`src/rtl/seg7_scan_ctrl_if.sv`:
```
// Load handshake between a BCD data source and the seg7 scan controller.
interface seg7_scan_ctrl_if #(
  parameter int NUM_DIGITS = 4
) ();
  logic                    load_valid;
  logic [4*NUM_DIGITS-1:0] load_data;
  logic                    load_ready;

  modport master (output load_valid, output load_data, input  load_ready);
  modport slave  (input  load_valid, input  load_data, output load_ready);
endinterface

```
`src/rtl/seg7_scan_ctrl.sv`:
```
// Time-multiplexed seg7 scan controller: one decoder shared by NUM_DIGITS digits,
// double-buffered BCD load that only takes effect at a frame boundary.

// One digit of the leading-zero chain: passes "all higher digits are zero" down.
module seg7_lz_lane #(
  parameter bit IS_LSD = 1'b0
) (
  input  logic [3:0] i_nib,
  input  logic       i_upper_zero,
  input  logic       i_blank_lz,
  output logic       o_zero,
  output logic       o_blank
);
  assign o_zero  = i_upper_zero & (i_nib == 4'h0);
  assign o_blank = i_blank_lz & o_zero & ~IS_LSD;
endmodule

module seg7_scan_ctrl #(
  parameter int NUM_DIGITS = 4,
  parameter int DWELL      = 4,
  parameter int GAP        = 1
) (
  input  logic                  clock,
  input  logic                  reset,
  input  logic                  enable,
  input  logic                  blank_lz,
  seg7_scan_ctrl_if.slave       ld,
  output logic [3:0]            bcd_out,
  output logic                  seg_blank,
  output logic [NUM_DIGITS-1:0] digit_sel,
  output logic                  frame_start
);
  localparam int IW   = $clog2(NUM_DIGITS);
  localparam int TMAX = (DWELL > GAP) ? DWELL : GAP;
  localparam int TW   = $clog2(TMAX) + 1;
  localparam logic [NUM_DIGITS-1:0] SEL_ONE = NUM_DIGITS'(1);

  typedef enum logic [1:0] {S_OFF, S_ON, S_GAP} state_t;

  state_t                       r_state, w_state_n;
  logic [IW-1:0]                r_idx, w_idx_n, w_idx_inc;
  logic [TW-1:0]                r_tcnt, w_tcnt_n;
  logic [NUM_DIGITS-1:0][3:0]   r_active, r_pending;
  logic                         r_pend_vld;
  logic                         w_boundary, w_load, w_last;
  logic [NUM_DIGITS:0]          w_zchain;
  logic [NUM_DIGITS-1:0]        w_lz;

  assign ld.load_ready = ~r_pend_vld;
  assign w_load        = ld.load_valid & ~r_pend_vld;
  assign w_last        = (r_idx == IW'(NUM_DIGITS - 1));
  assign w_idx_inc     = w_last ? '0 : r_idx + 1'b1;

  // Zero-suppression chain runs from the most significant digit downward.
  assign w_zchain[NUM_DIGITS] = 1'b1;
  for (genvar k = 0; k < NUM_DIGITS; k++) begin : g_lane
    seg7_lz_lane #(.IS_LSD(k == 0)) u_lane (
      .i_nib        (r_active[k]),
      .i_upper_zero (w_zchain[k+1]),
      .i_blank_lz   (blank_lz),
      .o_zero       (w_zchain[k]),
      .o_blank      (w_lz[k])
    );
  end

  always_ff @(posedge clock or negedge reset) begin
    if (!reset) begin
      r_state    <= S_OFF;
      r_idx      <= '0;
      r_tcnt     <= '0;
      r_active   <= '0;
      r_pending  <= '0;
      r_pend_vld <= 1'b0;
    end else begin
      r_state <= w_state_n;
      r_idx   <= w_idx_n;
      r_tcnt  <= w_tcnt_n;
      // Copy and load are exclusive: a copy needs pending full, a load needs it empty.
      if (w_boundary && r_pend_vld) begin
        r_active   <= r_pending;
        r_pend_vld <= 1'b0;
      end else if (w_load) begin
        r_pending  <= ld.load_data;
        r_pend_vld <= 1'b1;
      end
    end
  end

  always_comb begin
    w_state_n   = r_state;
    w_idx_n     = r_idx;
    w_tcnt_n    = r_tcnt;
    w_boundary  = 1'b0;
    digit_sel   = '0;
    seg_blank   = 1'b1;
    bcd_out     = 4'h0;
    frame_start = 1'b0;

    if (!enable) begin
      w_state_n = S_OFF;
      w_idx_n   = '0;
      w_tcnt_n  = '0;
    end else begin
      case (r_state)
        S_OFF: begin
          w_state_n  = S_ON;
          w_idx_n    = '0;
          w_tcnt_n   = '0;
          w_boundary = 1'b1;
        end
        S_ON: begin
          if (r_tcnt == TW'(DWELL - 1)) begin
            w_tcnt_n = '0;
            if (GAP == 0) begin
              w_idx_n    = w_idx_inc;
              w_boundary = w_last;
            end else begin
              w_state_n = S_GAP;
            end
          end else begin
            w_tcnt_n = r_tcnt + 1'b1;
          end
        end
        S_GAP: begin
          if (r_tcnt == TW'(GAP - 1)) begin
            w_tcnt_n   = '0;
            w_idx_n    = w_idx_inc;
            w_state_n  = S_ON;
            w_boundary = w_last;
          end else begin
            w_tcnt_n = r_tcnt + 1'b1;
          end
        end
        default: w_state_n = S_OFF;
      endcase
    end

    case (r_state)
      S_ON: begin
        digit_sel   = SEL_ONE << r_idx;
        bcd_out     = r_active[r_idx];
        seg_blank   = w_lz[r_idx];
        frame_start = (r_idx == '0) && (r_tcnt == '0);
      end
      S_GAP:   bcd_out = r_active[r_idx];
      default: ;
    endcase
  end
endmodule

```
`src/flat_wrapper.sv`:
```
// flat-port wrapper written by rule: the top's interface ports become plain ports
module seg7_scan_ctrl_flat 
#(
  parameter int NUM_DIGITS = 4,
  parameter int DWELL      = 4,
  parameter int GAP        = 1
)
  (clock, reset, enable, blank_lz, bcd_out, seg_blank, digit_sel, frame_start, ld_load_valid, ld_load_data, ld_load_ready);
  seg7_scan_ctrl_if #(.NUM_DIGITS(NUM_DIGITS)) ld_i ();
  input  logic clock;
  input  logic reset;
  input  logic enable;
  input  logic blank_lz;
  output logic [3:0] bcd_out;
  output logic seg_blank;
  output logic [NUM_DIGITS-1:0] digit_sel;
  output logic frame_start;
  input wire logic [$bits(ld_i.load_valid)-1:0] ld_load_valid;
  input wire logic [$bits(ld_i.load_data)-1:0] ld_load_data;
  output wire logic [$bits(ld_i.load_ready)-1:0] ld_load_ready;
  assign ld_i.load_valid = ld_load_valid;
  assign ld_i.load_data = ld_load_data;
  assign ld_load_ready = ld_i.load_ready;
  seg7_scan_ctrl #(.NUM_DIGITS(NUM_DIGITS), .DWELL(DWELL), .GAP(GAP)) u_core (.clock(clock), .reset(reset), .enable(enable), .blank_lz(blank_lz), .ld(ld_i), .bcd_out(bcd_out), .seg_blank(seg_blank), .digit_sel(digit_sel), .frame_start(frame_start));
endmodule
```
`config.mk`:
```
export PLATFORM = sky130hd
export DESIGN_NAME = seg7_scan_ctrl_flat
export DESIGN_NICKNAME = d
export VERILOG_FILES = /design/src/rtl/seg7_scan_ctrl_if.sv /design/src/rtl/seg7_scan_ctrl.sv /design/src/flat_wrapper.sv
export SDC_FILE = /design/constraint.sdc
export NUM_CORES = 1
export LEC_CHECK = 0
export ABC_CLOCK_PERIOD_IN_PS = 2450
export CAP_MARGIN = 20
export CORE_MARGIN = 2
export CORE_UTILIZATION = 49
export DETAILED_ROUTE_END_ITERATION = 10
export GPL_TIMING_DRIVEN = 0
export HOLD_SLACK_MARGIN = 0.05
export PLACE_DENSITY = 0.87
export RECOVER_POWER = 100
export SLEW_MARGIN = 0
export SYNTH_ARGS = -nofsm -noshare
export SYNTH_HDL_FRONTEND = slang
export SYNTH_HIERARCHICAL = 1
export SYNTH_SLANG_ARGS = --single-unit
```
`constraint.sdc`:
```
create_clock -name clock -period 2.45 [get_ports clock]
set_clock_uncertainty 0.1 [all_clocks]
set_input_delay 0.3675 -clock clock [delete_from_list [all_inputs] [get_ports clock]]
set_output_delay 0.3675 -clock clock [all_outputs]
set_load 0.01 [all_outputs]
```
# --- After elaboration in Yosys (flattened, before gate mapping) ---
# Index checks and enable logic that the tools add are counted.
word_totals:
  regBits: 40
  output_inout_bits: 11
classes:
  add_sub_neg: 2
  magnitude_cmp: 1
  eq_ne: 8
  n_shift: 1
  n_mux: 25
  n_bitwise: 8
  reduce_logical: 13
op_table:
  columns: ["op", "n"]
  rows:
  - ["$logic_not 4->1", 3]
  - ["$mux 2", 6]
  - ["$mux 4", 3]
  - ["$mux 3", 3]
  - ["$pmux 3 s3", 1]
  - ["$bmux 4 s2", 1]
  - ["$mux 1", 7]
  - ["$and 1x1->1", 6]
  - ["$ne 3x2->1 const B", 2]
  - ["$pmux 2 s3", 1]
  - ["$reduce_and 2->1", 3]
  - ["$eq 2x2->1 const B", 2]
  - ["$logic_not 2->1", 2]
  - ["$ne 4x1->1 const B", 1]
  - ["$pmux 2 s2", 1]
  - ["$shl 1x2->4 const A", 1]
  - ["$add 3x1->3 const B", 1]
  - ["$eq 3x2->1 const B", 1]
  - ["$logic_not 3->1", 1]
  - ["$lt 2x3->1 const B", 1]
  - ["$ne 3x1->1 const B", 1]
  - ["$add 2x1->2 const B", 1]
  - ["$bmux 1 s2", 1]
  - ["$eq 2x1->1 const B", 1]
  - ["5 further kinds", 7]

# --- Longest topological paths before layout ---
# Gate-level depths: netlist of run 1.
depth:
  word_depth: 7
  ltp_mapped: 8

# --- Hierarchy ---
# The synthesis of run 1 kept the hierarchy.
by_module_without_submodules:
  columns: ["module", "n_inst", "cells_per_inst", "area_each_um2", "seq_area_each_um2"]
  rows:
  - ["seg7_scan_ctrl", 1, 149, 2024.4, 1001.0]
  - ["seg7_lz_lane at u_core.g_lane[1].u_lane ...", 3, 4, 48.8, 0.0]
  - ["seg7_lz_lane at u_core.g_lane[0].u_lane", 1, 4, 30.0, 0.0]

# --- Worst setup path before layout of run 1 ---
# No wires, ideal clock.
synth_timing:
  path_kind: "flip-flop to output port"
  startpoint: "register u_core/r_active[15] (netlist bit)"
  endpoint: "output seg_blank"
  arrival_time_ps: 2020
  required_ps: 1982
  path_slack_ps: -38
  stages_incl_launch_ff: 9
  n_path_buf: 0
  cell_sequence: "dfrtp_1 > nand2b_4 > nor4_1 > nand2b_4 > nor4_1 > nand2b_4 > nor4bb_4 > mux4_2 > nand2b_1"
synth_between:
  elab_chain_cells: 7
synth_rtl:
  columns: ["item", "line_no", "text"]
  rows:
  - ["start: declaration", "seg7_scan_ctrl.sv:43", "logic [NUM_DIGITS-1:0][3:0] r_active, r_pending;"]
  - ["start signal: assignment", "seg7_scan_ctrl.sv:80", "r_active <= r_pending;"]
  - ["$logic_not 4->1", "seg7_scan_ctrl.sv:14", "assign o_zero = i_upper_zero & (i_nib == 4'h0);"]
  - ["net u_core.w_zchain[3]", "seg7_scan_ctrl.sv:46", "logic [NUM_DIGITS:0] w_zchain;"]
  - ["$and 1x1->1", "seg7_scan_ctrl.sv:14", null]
  - ["net u_core.w_zchain[2]", "seg7_scan_ctrl.sv:46", null]
  - ["$and 1x1->1", "seg7_scan_ctrl.sv:14", null]
  - ["$and 1x1->1", "seg7_scan_ctrl.sv:15", "assign o_blank = i_blank_lz & o_zero & ~IS_LSD;"]
  - ["net u_core.w_lz[1]", "seg7_scan_ctrl.sv:47", "logic [NUM_DIGITS-1:0] w_lz;"]
  - ["$bmux 1 s2", "seg7_scan_ctrl.sv:142", "seg_blank = w_lz[r_idx];"]
  - ["$mux 1 (not written as such)", "seg7_scan_ctrl.sv:142", null]
  - ["$mux 1", "seg7_scan_ctrl.sv:138", "case (r_state)"]
  - ["end: declaration", "flat_wrapper.sv:15", "output logic seg_blank;"]
# The timed path passes the listed nets, and every way through them passes these cells. The select of a mux whose other input is x is not followed.

# --- Worst setup path in the final report of run 1 ---
layout_timing:
  startpoint: "register u_core/r_active[13] (netlist bit)"
  endpoint: "output seg_blank"
# The elaborated chain is that of the path after synthesis.

==> metrics.md, run 1 <==
| Metric | Value |
|---|---|
| Initial core utilization | a little over 50% |
| CTS tree | done |
| Nets | 239 |
| Hold Path Cell Cnt | 1 |
| Drt first pass iters | 4 |
| Crit path required time | 1.98 ns |
| Skew-Pair Late Insertion Delay | 0.29 ns |
| Post-CTS Hold Buffers | 0 |
| Slew Viols, Final | 41 |
| Worst Tran Pin Value | 2.085 ns |
| Fin util | 63.77% |
| Largest net degree at the start of global routing | 41 |
| Slew HR | -39.00% |
| First-pass GRT wire length | 6810 microns |
| IO Port Bufs | 31 |
| Max rail drop VDD | approximately 530 uV |
| Slowest stage cell, crit path | dfrtp_2 |
| Syn Area/Cell | 13.43 sq um |
| Period utilization | 108.4% |
| Post-route cell area | 2758 sq um |
| Clock transition at the registers of the reported paths | 0.07 ns |
| Worst min path class | register to register |
| Pwr Density | between 900 and 1000 nW/um^2 |
| Critical path cell sequence | nor4_4, nand2b_4, nor4_4, nand2b_4, nor4bb_4, mux4_2, nand2b_4, buf_6 |
| Share of cells above drive strength 1 | a little over a third |
| Mapped Nets | 194 |
| DRC viols | 0 |
| Antenna-violating nets left | 0 |
| Placement Cell Area | roughly 2600 sq um |
| WP data arrival | 2.19 ns |
| Setup ws final | -0.2051 ns |
| Total GRT Usage | around 18% |
| P&R area growth vs syn | 26.74% |
| Cell area after synthesis | 2176 sq um |
| CTS buffer count | 5 |
| Initial antenna violation count | 0 |
| Hpwl dp | 2731 microns |
| Max FO, Critical Path | 4 |
| Placer Congestion | about 0.80 |
| Syn Inst Count | approximately 160 |
| Core area | 4324 sq um |
| Cell family with most CP delay | simple AND/OR/NAND/NOR gates |
| Vias in the first global route | between 1000 and 1500 |
| Crit path kind | register to output pin |
| Final setup violation count | 1 |
| LEAKAGE | 1.286 nW |
| CP dominant cell by count | nand2b_4 |
| Hold_sp | u_core/r_pending[3]$_DFFE_PN0P_ |
| CP Launch Type | register |
| FF-to-FF End | u_core/r_active[6]$_DFFE_PN0P_ |
| Power, Total | 0.002491 W |
| Synth warnings | 6 |
| Die ar. | ~5000 sq um |
| Remaining global-route overflow | 0 |
| Reg-to-Reg Start | u_core/r_state[0]$_DFFE_PN0P_ |
| CP peak stage delay | 0.44 ns |
| Clock Sinks | 40 |
| Initial drt markers | 83 |
| Buf/Inv on CP | 1 |
| Final hold violation count | 0 |
| Row count | 24 |
| Root Driver | clkbuf_8 |
| Worst setup EP type | output pin |
| Antenna cells | 0 |
| Deepest clock path buffer count | 2 |
| I/O pin cnt | 32 |
| Die Y | 70.64 microns |
| Failing checks | max-capacitance violations, max-slew violations, negative setup slack |
| Status | finished with violations |
| Period minus WS final | 2.655 ns |
| RSZ-0062 raised after global routing | yes |
| Routed vias | 1376 |
| Drt total wl | 4007 microns |
| Worst R2R Setup Slack | 0.29 ns |
| WL/cell | 15.47 microns |
| Die X | 70.64 microns |
| Endpoint, Worst Hold | u_core/r_active[3]$_DFFE_PN0P_ |
| Routed vias/inst | 5.313 |
| Max Cap Viol | 1 |
| FMAX | 376.6 MHz |
| CTS H-tree lvls | 2 |
| Worst hold margin | 0.4055 ns |
| Worst reg2reg path depth | 7 |
-- placed cells by master (no fill, tap or decap), drive strengths merged, types with 2 or more instances in the layout --
cell and instances:
a31oi 2, and2 8, buf 13, clkbuf 10, clkdlybuf4s50 23, conb 2
dfrtp 40, dlymetal6s2s 5, ha 11, inv 12, mux2 32, mux4 5
nand2 9, nand2b 5, nand3 2, nor2 3, nor2b 2, nor4 2
nor4bb 3, o31ai 2
-- stage by stage --
| stage | std cells | setup slack (ns) | setup TNS [ns] |
|---|---|---|---|
| 4_1_cts | 256 | -0.3764 | -0.3764 |
| 6_report | 259 | -0.2051 | -0.2051 |
| 5_1_grt | 259 | -0.3170 | -0.6124 |
| 3_3_place_gp | 245 | -0.4827 | -0.4827 |
| 2_1_floorplan | 162 | 0.08805 | 0 |
| 3_5_place_dp | 245 | -0.5091 | -0.5091 |
-- where the power goes --
| group | internal, W | switching [W] |
|---|---|---|
| logic | 0.000567 | 0.000266 |
| registers | 0.000944 | 0.000254 |
| clock network | 0.000250 | 0.000210 |
-- worst max-delay path by stage --
stage	from	end	depth (start not counted)
final	u_core/r_active[13]$_DFFE_PN0P_	seg_blank	8
after global routing	u_core/r_active[13]$_DFFE_PN0P_	seg_blank	8
after CTS	u_core/r_active[15]$_DFFE_PN0P_	seg_blank	9
after detailed placement	u_core/r_active[15]$_DFFE_PN0P_	seg_blank	9
after global placement	u_core/r_active[15]$_DFFE_PN0P_	seg_blank	9
after floorplan	u_core/r_active[15]$_DFFE_PN0P_	seg_blank	8
-- final cells by class --
| type | instances | area [sq um] |
|---|---|---|
| Timing Repair Buffer | 38 | 367.9 |
| Sequential cell | 40 | 1005 |
| Clock buffer | 7 | 96.34 |
| Multi-Input combinational cell | 103 | 1112 |
| Inverter | 12 | 45.04 |
| Tap cell | 52 | 65.06 |
| Fill cell | 332 | 1567 |
| Buffer | 7 | 66.31 |
-- sequential cells by signal, indices dropped and copies added (netlist names) --
| register | flops |
|---|---|
| u_core/r_active | 16 |
| u_core/r_idx | 2 |
| u_core/r_pend_vld | 1 |
| u_core/r_pending | 16 |
| u_core/r_state | 2 |
| u_core/r_tcnt | 3 |
-- metal layers --
layer	track usage, %	share of wire [%]	vias up
met2	29.98	51	37
met5	0	0	-
li1	-	-	651
met4	7.338	1.9	0
met3	4.274	5.5	9
met1	21.50	42	679
-- what timing repair did --
item / in CTS / in global routing
pin swaps: 2 / 2
cloned: 0 / 1
hold endpoints to repair: 0 / 0
gates resized for setup: 14 / 8
setup buffers: 4 / 2
endpoints found under the setup margin: 7 / 6
Note: power is estimated with default switching activity, not from simulation.
==> run 2, diff against run 1 <==
- SETUP_SLACK_MARGIN: not set -> 0.5
==> run 2 against run 1 <==
Compared with the run above: the run ends with negative setup slack left; register-to-register slack got worse by 0.45 ns; critical endpoint unchanged; clock power fell by 3%; core utilization rose by 0.20 points; cell area rose by 0.32%; highest routed layer unchanged; power rose by 0.28%; maximum frequency rose by 1.2%; global-route usage rose by 0.74 points; critical path type unchanged; first-iteration DRC count fell by 19%; routed wire length rose by 2.3%.
==> metrics.md, run 2 (synthesis gave the netlist of run 1 again) <==
| Metric | Value |
|---|---|
| Status | finished with violations |
| Failing checks | negative setup slack |
| Share of cells above drive strength 1 | 39.91% |
| Largest net degree at the start of global routing | 41 |
| Nets | 244 |
| CTS tree | done |
| IO Port Bufs | 31 |
| Initial drt markers | 67 |
| Crit path required time | approximately 2 ns |
| Power, Total | 0.002498 W |
| LEAKAGE | 1.214 nW |
| Setup ws final | -0.1724 ns |
| P&R area growth vs syn | 27.14% |
| Antenna cells | 0 |
| I/O pin cnt | 32 |
| Placed Cells | 245 |
| Period minus WS final | 2.622 ns |
| Drt first pass iters | 4 |
| Cell family with most CP delay | simple AND/OR/NAND/NOR gates |
| Worst setup EP type | output pin |
| Slew HR | 35.22% |
| Worst min path class | primary input to asynchronous set/reset pin |
| Routed vias/inst | 5.287 |
| Largest regs | u_core/r_active (16), u_core/r_pending (16), u_core/r_tcnt (3) |
| Max FO, Critical Path | 3 |
| Die Y | approximately 71 microns |
| Critical path cell sequence | nor4_4, nand2b_4, nor4_4, nand2b_4, nor4bb_4, mux4_2, nand2b_1, buf_2 |
| Initial core utilization | roughly half |
| Initial antenna violation count | 0 |
| Clock transition at the registers of the reported paths | approximately 0.070 ns |
| WL/cell | 15.46 microns |
| Die ar. | 4989 sq um |
| CP peak stage delay | around 0.43 ns |
| WP data arrival | 2.15 ns |
| Clock Sinks | 40 |
| CTS H-tree lvls | 2 |
| Deepest clock path buffer count | 2 |
| DRC viols | 0 |
| Max rail drop VDD | 644.5 uV |
| Routed vias | 1401 |
| Commonest non-fill, non-tap cells in the layout | 36 x dfrtp_1, 23 x mux2_2, 18 x clkdlybuf4s50_1, 10 x inv_1 |
| Pwr Density | 902.8 nW/um^2 |
| Period utilization | 107.0% |
| Buf/Inv on CP | 1 |
| Hpwl dp | between 2000 and 3000 microns |
| Remaining global-route overflow | 0 |
| Final hold violation count | 0 |
| Post-CTS Hold Buffers | 0 |
| FMAX | 381.3 MHz |
| Vias in the first global route | 1468 |
| Placer Congestion | 0.8124 |
| Slowest stage cell, crit path | dfrtp_2 |
| CP Launch Type | register |
| Final setup TNS | -1.527 ns |
| Root Driver | clkbuf_8 |
| Skew-Pair Late Insertion Delay | approximately 0.29 ns |
| Worst Tran Pin Value | ~0.97 ns |
| Final setup violation count | 10 |
| Core area | 4324 sq um |
| CTS buffer count | 5 |
| Die X | 70.64 microns |
| RSZ-0062 raised after global routing | yes |
| Commonest non-fill, non-tap cell in the layout | dfrtp_1 |
| Row count | 24 |
| First-pass GRT wire length | approximately 7000 microns |
| Max Cap Viol | 0 |
| Crit path kind | register to output pin |
| Drt total wl | roughly 4100 microns |
| Fillers | 328 |
| Slew Viols, Final | 0 |
| Total GRT Usage | ~18% |
| Final non-filler cell total | 265 |
| Antenna-violating nets left | 0 |
==> run 2: cell types whose count changed in the layout (fill, tap and decap cells not counted), moves of 2 or more <==
cell / delta
and2_0: +3
and2_1: -4
buf_6: +4
clkbuf_1: +6
clkbuf_2: +3
clkdlybuf4s50_1: -5
dlymetal6s2s_1: -5
ha_1: -3
ha_4: +2
inv_1: -2
==> run 2: area by class of cell <==
class                      instances  area [sq um]  share of cell area [%]
clock buffer                       8         90.09                   3.256
inverter                          12         47.55                   1.719
tap                               52         65.06                   2.352
timing repair buffer              43         377.9                   13.66
buffer                             7         58.81                   2.126
sequential                        40          1006                   36.36
multi-input combinational        103          1121                   40.52
==> run 2: repair_timing <==
item / in CTS / in global routing
buffers inserted: 8 / 3
pin swaps: 3 / 3
gates resized for setup: 50 / 13
setup endpoints to repair: 26 / 22
cloned: 0 / 1
==> run 2: routing by layer <==
layer | global-route usage [%] | vias up | wire (microns)
met4 | 6.709 | 0 | 82
met5 | 0 | - | 0
li1 | - | 664 | -
met1 | 22.30 | 693 | 1683
met3 | 4.701 | 10 | 138
met2 | 31.66 | 34 | 2194
==> run 2: final timing paths <==
check / endpoint / depth (start not counted) / start / slack (ns)
min reg2reg: u_core/r_active[6]$_DFFE_PN0P_ / 1 / u_core/r_pending[6]$_DFFE_PN0P_ / 0.41
max: seg_blank / 8 / u_core/r_active[13]$_DFFE_PN0P_ / -0.17
min in group clock: u_core/r_active[6]$_DFFE_PN0P_ / 1 / u_core/r_pending[6]$_DFFE_PN0P_ / 0.41
min: u_core/r_pending[11]$_DFFE_PN0P_ / 1 / reset / 0.12
max in group asynchronous: u_core/r_active[12]$_DFFE_PN0P_ / 1 / reset / 1.47
max reg2reg: u_core/r_active[4]$_DFFE_PN0P_ / 7 / u_core/r_state[0]$_DFFE_PN0P_ / -0.16
==> run 2: report_power, final <==
part / switching [W] / internal, W / total (W)
combinational: 0.000287 / 0.000582 / 0.000869
clock: 0.000217 / 0.000230 / 0.000447
sequential: 0.000236 / 0.000945 / 0.00118
total: 0.000741 / 0.00176 / 0.00250
==> run 2: per-stage QoR <==
step           setup WS, ns  utilization [%]  area, sq um  hold slack (ns)
3_5_place_dp        -0.3128            59.87         2589           0.3921
3_3_place_gp        -0.2653            59.98         2594           0.3881
6_report            -0.1724            63.98         2766           0.1207
5_1_grt             -0.3261            63.98         2766           0.2030
4_1_cts             -0.4302            64.29         2780           0.1214
2_1_floorplan        0.2902                -         2218         -0.02809
==> run 3, diff against run 2 <==
- CORE_ASPECT_RATIO: not set -> 1.1
- SLEW_MARGIN: 0 -> 20
==> run 3 against run 2 <==
Compared with the run above: the flow still finishes with violations (negative setup slack); first-iteration DRC count down 48%; clock power is 4.5% lower; sequential share of layout area is 2.8 points lower; largest cell class unchanged; flip-flop and latch count stayed put; largest power group unchanged; power rose by 6.8%; maximum frequency fell by 0.22%; register-to-register slack better by 0.57 ns; non-clock buffer count rose by 14; sequential power hardly changed.
==> metrics.md, run 3 (synthesis gave the netlist of run 1 again) <==
| Metric | Value |
|---|---|
| Register area | 1003 sq um |
| Met3 WL | 171 microns |
| Post-placement worst setup slack | -0.3069 ns |
| Wl on met1 | 1705 microns |
| Worst Tran Pin Value | just under 0.7 ns |
| Slew Viols, Final | 0 |
| Deepest clock path buffer count | 2 |
| CTS H-tree lvls | 2 |
| Area of the multi-input gates | 1176 sq um |
| Total GRT Usage | between 10% and 20% |
| Period utilization | 107.3% |
| Largest net degree at the start of global routing | 29 |
| Setup ws final | -0.1782 ns |
| Max rail drop VDD | approximately 650 uV |
| Die Y | between 70 and 80 microns |
| P&R area growth vs syn | 37.55% |
| Routed vias | 1446 |
| Routed vias/inst | a little over 5 |
| CP peak stage delay | 0.45 ns |
| Critical path cell sequence | nor4_4, nand2b_4, nor4_4, nand2b_4, nor4bb_4, mux4_2, nand2b_4, buf_6 |
| Root Driver | clkbuf_8 |
| Remaining global-route overflow | 0 |
| Slew HR | around 54% |
| Initial core utilization | 50.77% |
| Failing checks | negative setup slack |
| Share of cells above drive strength 1 | 49.78% |
| Core area | 4285 sq um |
| CP dominant cell by count | nand2b_4 |
| I/O pin cnt | 32 |
| Die X | 67.54 microns |
| Max Cap Viol | 0 |
| Final non-filler cell total | 281 |
| FMAX | 380.5 MHz |
| Clock transition at the registers of the reported paths | ~0.080 ns |
| Final setup violation count | 1 |
| Final hold violation count | 0 |
| Vias in the first global route | 1479 |
| CP Launch Type | register |
| Pwr Density | 891.4 nW/um^2 |
| Cell family with most CP delay | simple AND/OR/NAND/NOR gates |
| Max FO, Critical Path | 4 |
| DR WL met2 | 2393 microns |
| LEAKAGE | 1.371 nW |
| Crit path required time | 1.98 ns |
| Fillers | 273 |
| Highest metal used | met4 |
| RSZ-0062 raised after global routing | yes |
| Row count | 25 |
| Placer Congestion | 0.8334 |
| Initial drt markers | 35 |
| Die ar. | 4990 sq um |
| Worst setup EP type | output pin |
| Buf/Inv on CP | 1 |
| CTS tree | done |
| WL/cell | about 15 microns |
| Drt total wl | 4353 microns |
| IO Port Bufs | 31 |
| Slowest stage cell, crit path | dfrtp_2 |
| Crit path kind | register to output pin |
| Clock Sinks | 40 |
| Placed Cells | approximately 250 |
| Period minus WS final | 2.628 ns |
| Antenna cells | 0 |
| Initial antenna violation count | 0 |
| Worst min path class | register to register |
| Largest regs | u_core/r_active (16), u_core/r_pending (16), u_core/r_tcnt (3) |
| Status | finished with violations |
| Skew-Pair Late Insertion Delay | 0.30 ns |
| Nets | 258 |
| WP data arrival | 2.16 ns |
| CTS buffer count | 5 |
| Antenna-violating nets left | 0 |
| Drt first pass iters | 4 |
| Commonest non-fill, non-tap cell in the layout | dfrtp_1 |
| Hpwl dp | ~2800 microns |
| Commonest non-fill, non-tap cells in the layout | 38 x dfrtp_1, 19 x clkdlybuf4s50_1, 18 x mux2_2, 18 x buf_4, 14 x mux2_4 |
| Fin util | 69.84% |
| First-pass GRT wire length | 7044 microns |
| DRC viols | 0 |
run 3: changes by cell type in the layout (fill, tap and decap cells not counted), moves of 2 or more:
cell	delta
buf_4	+10
buf_6	+6
clkbuf_1	-6
mux2_2	-5
mux2_4	+5
and2_4	+4
buf_2	+4
and2_0	-3
buf_12	+2
clkbuf_2	-2
clkinv_2	+2
dfrtp_1	+2
dfrtp_2	-2
run 3: area by class of cell:
cell class / count / share of cell area [%]
sequential: 40 / 33.53
tap: 54 / 2.258
clock buffer: 5 / 2.299
clock inverter: 3 / 0.6271
multi-input combinational: 103 / 39.30
timing repair buffer: 57 / 17.98
buffer: 7 / 2.425
inverter: 12 / 1.589
run 3: per-stage QoR:
stage / hold slack (ns) / setup TNS, ns / instance area [sq um] / power, W
finish: 0.4120 / -0.1782 / 2993 / 0.002668
global route: 0.4263 / -0.2913 / 2993 / 0.002815
CTS: 0.3931 / -0.3774 / 2934 / 0.002614
detailed placement: 0.1804 / -0.3069 / 2611 / 0.002015
global placement: 0.3874 / -0.3105 / 2596 / 0.001965
floorplan: -0.02809 / 0 / 2218 / 0.001752
run 3: path summary, 6_finish.rpt:
path                                                     to                             start  slack, ns  cells after the start
hold reg to reg             u_core/r_active[12]$_DFFE_PN0P_  u_core/r_pending[12]$_DFFE_PN0P_       0.41                      1
setup / recovery                                  seg_blank   u_core/r_active[13]$_DFFE_PN0P_      -0.18                      8
setup reg to reg             u_core/r_active[0]$_DFFE_PN0P_     u_core/r_state[1]$_DFFE_PN0P_       0.41                      8
min in group asynchronous  u_core/r_pending[15]$_DFFE_PN0P_                             reset       0.53                      2
hold / removal              u_core/r_active[12]$_DFFE_PN0P_  u_core/r_pending[12]$_DFFE_PN0P_       0.41                      1
max in group asynchronous   u_core/r_active[13]$_DFFE_PN0P_                             reset       0.59                      3
run 3: per-layer routing:
layer / vias up / global-route usage [%]
met5: - / 0
met4: 0 / 6.122
met3: 7 / 3.675
met2: 38 / 34.10
met1: 711 / 23.26
li1: 690 / -
run 3: repair_timing:
| action | CTS | global route |
|---|---|---|
| gates resized for setup | 68 | 10 |
| pin swaps | 4 | 3 |
| endpoints found under the hold margin | 12 | 0 |
| endpoints found under the setup margin | 26 | 23 |
| hold buffers | 1 | 0 |
| setup buffers | 16 | 7 |
| gates cloned | 1 | 0 |
run 3: power by group:
part	total [W]	internal (W)	switching [W]	leakage, nW
Sequential	0.00119	0.000941	0.000252	0.480
Clock	0.000427	0.000198	0.000229	0.0479
Combinational	0.00105	0.000725	0.000322	0.843
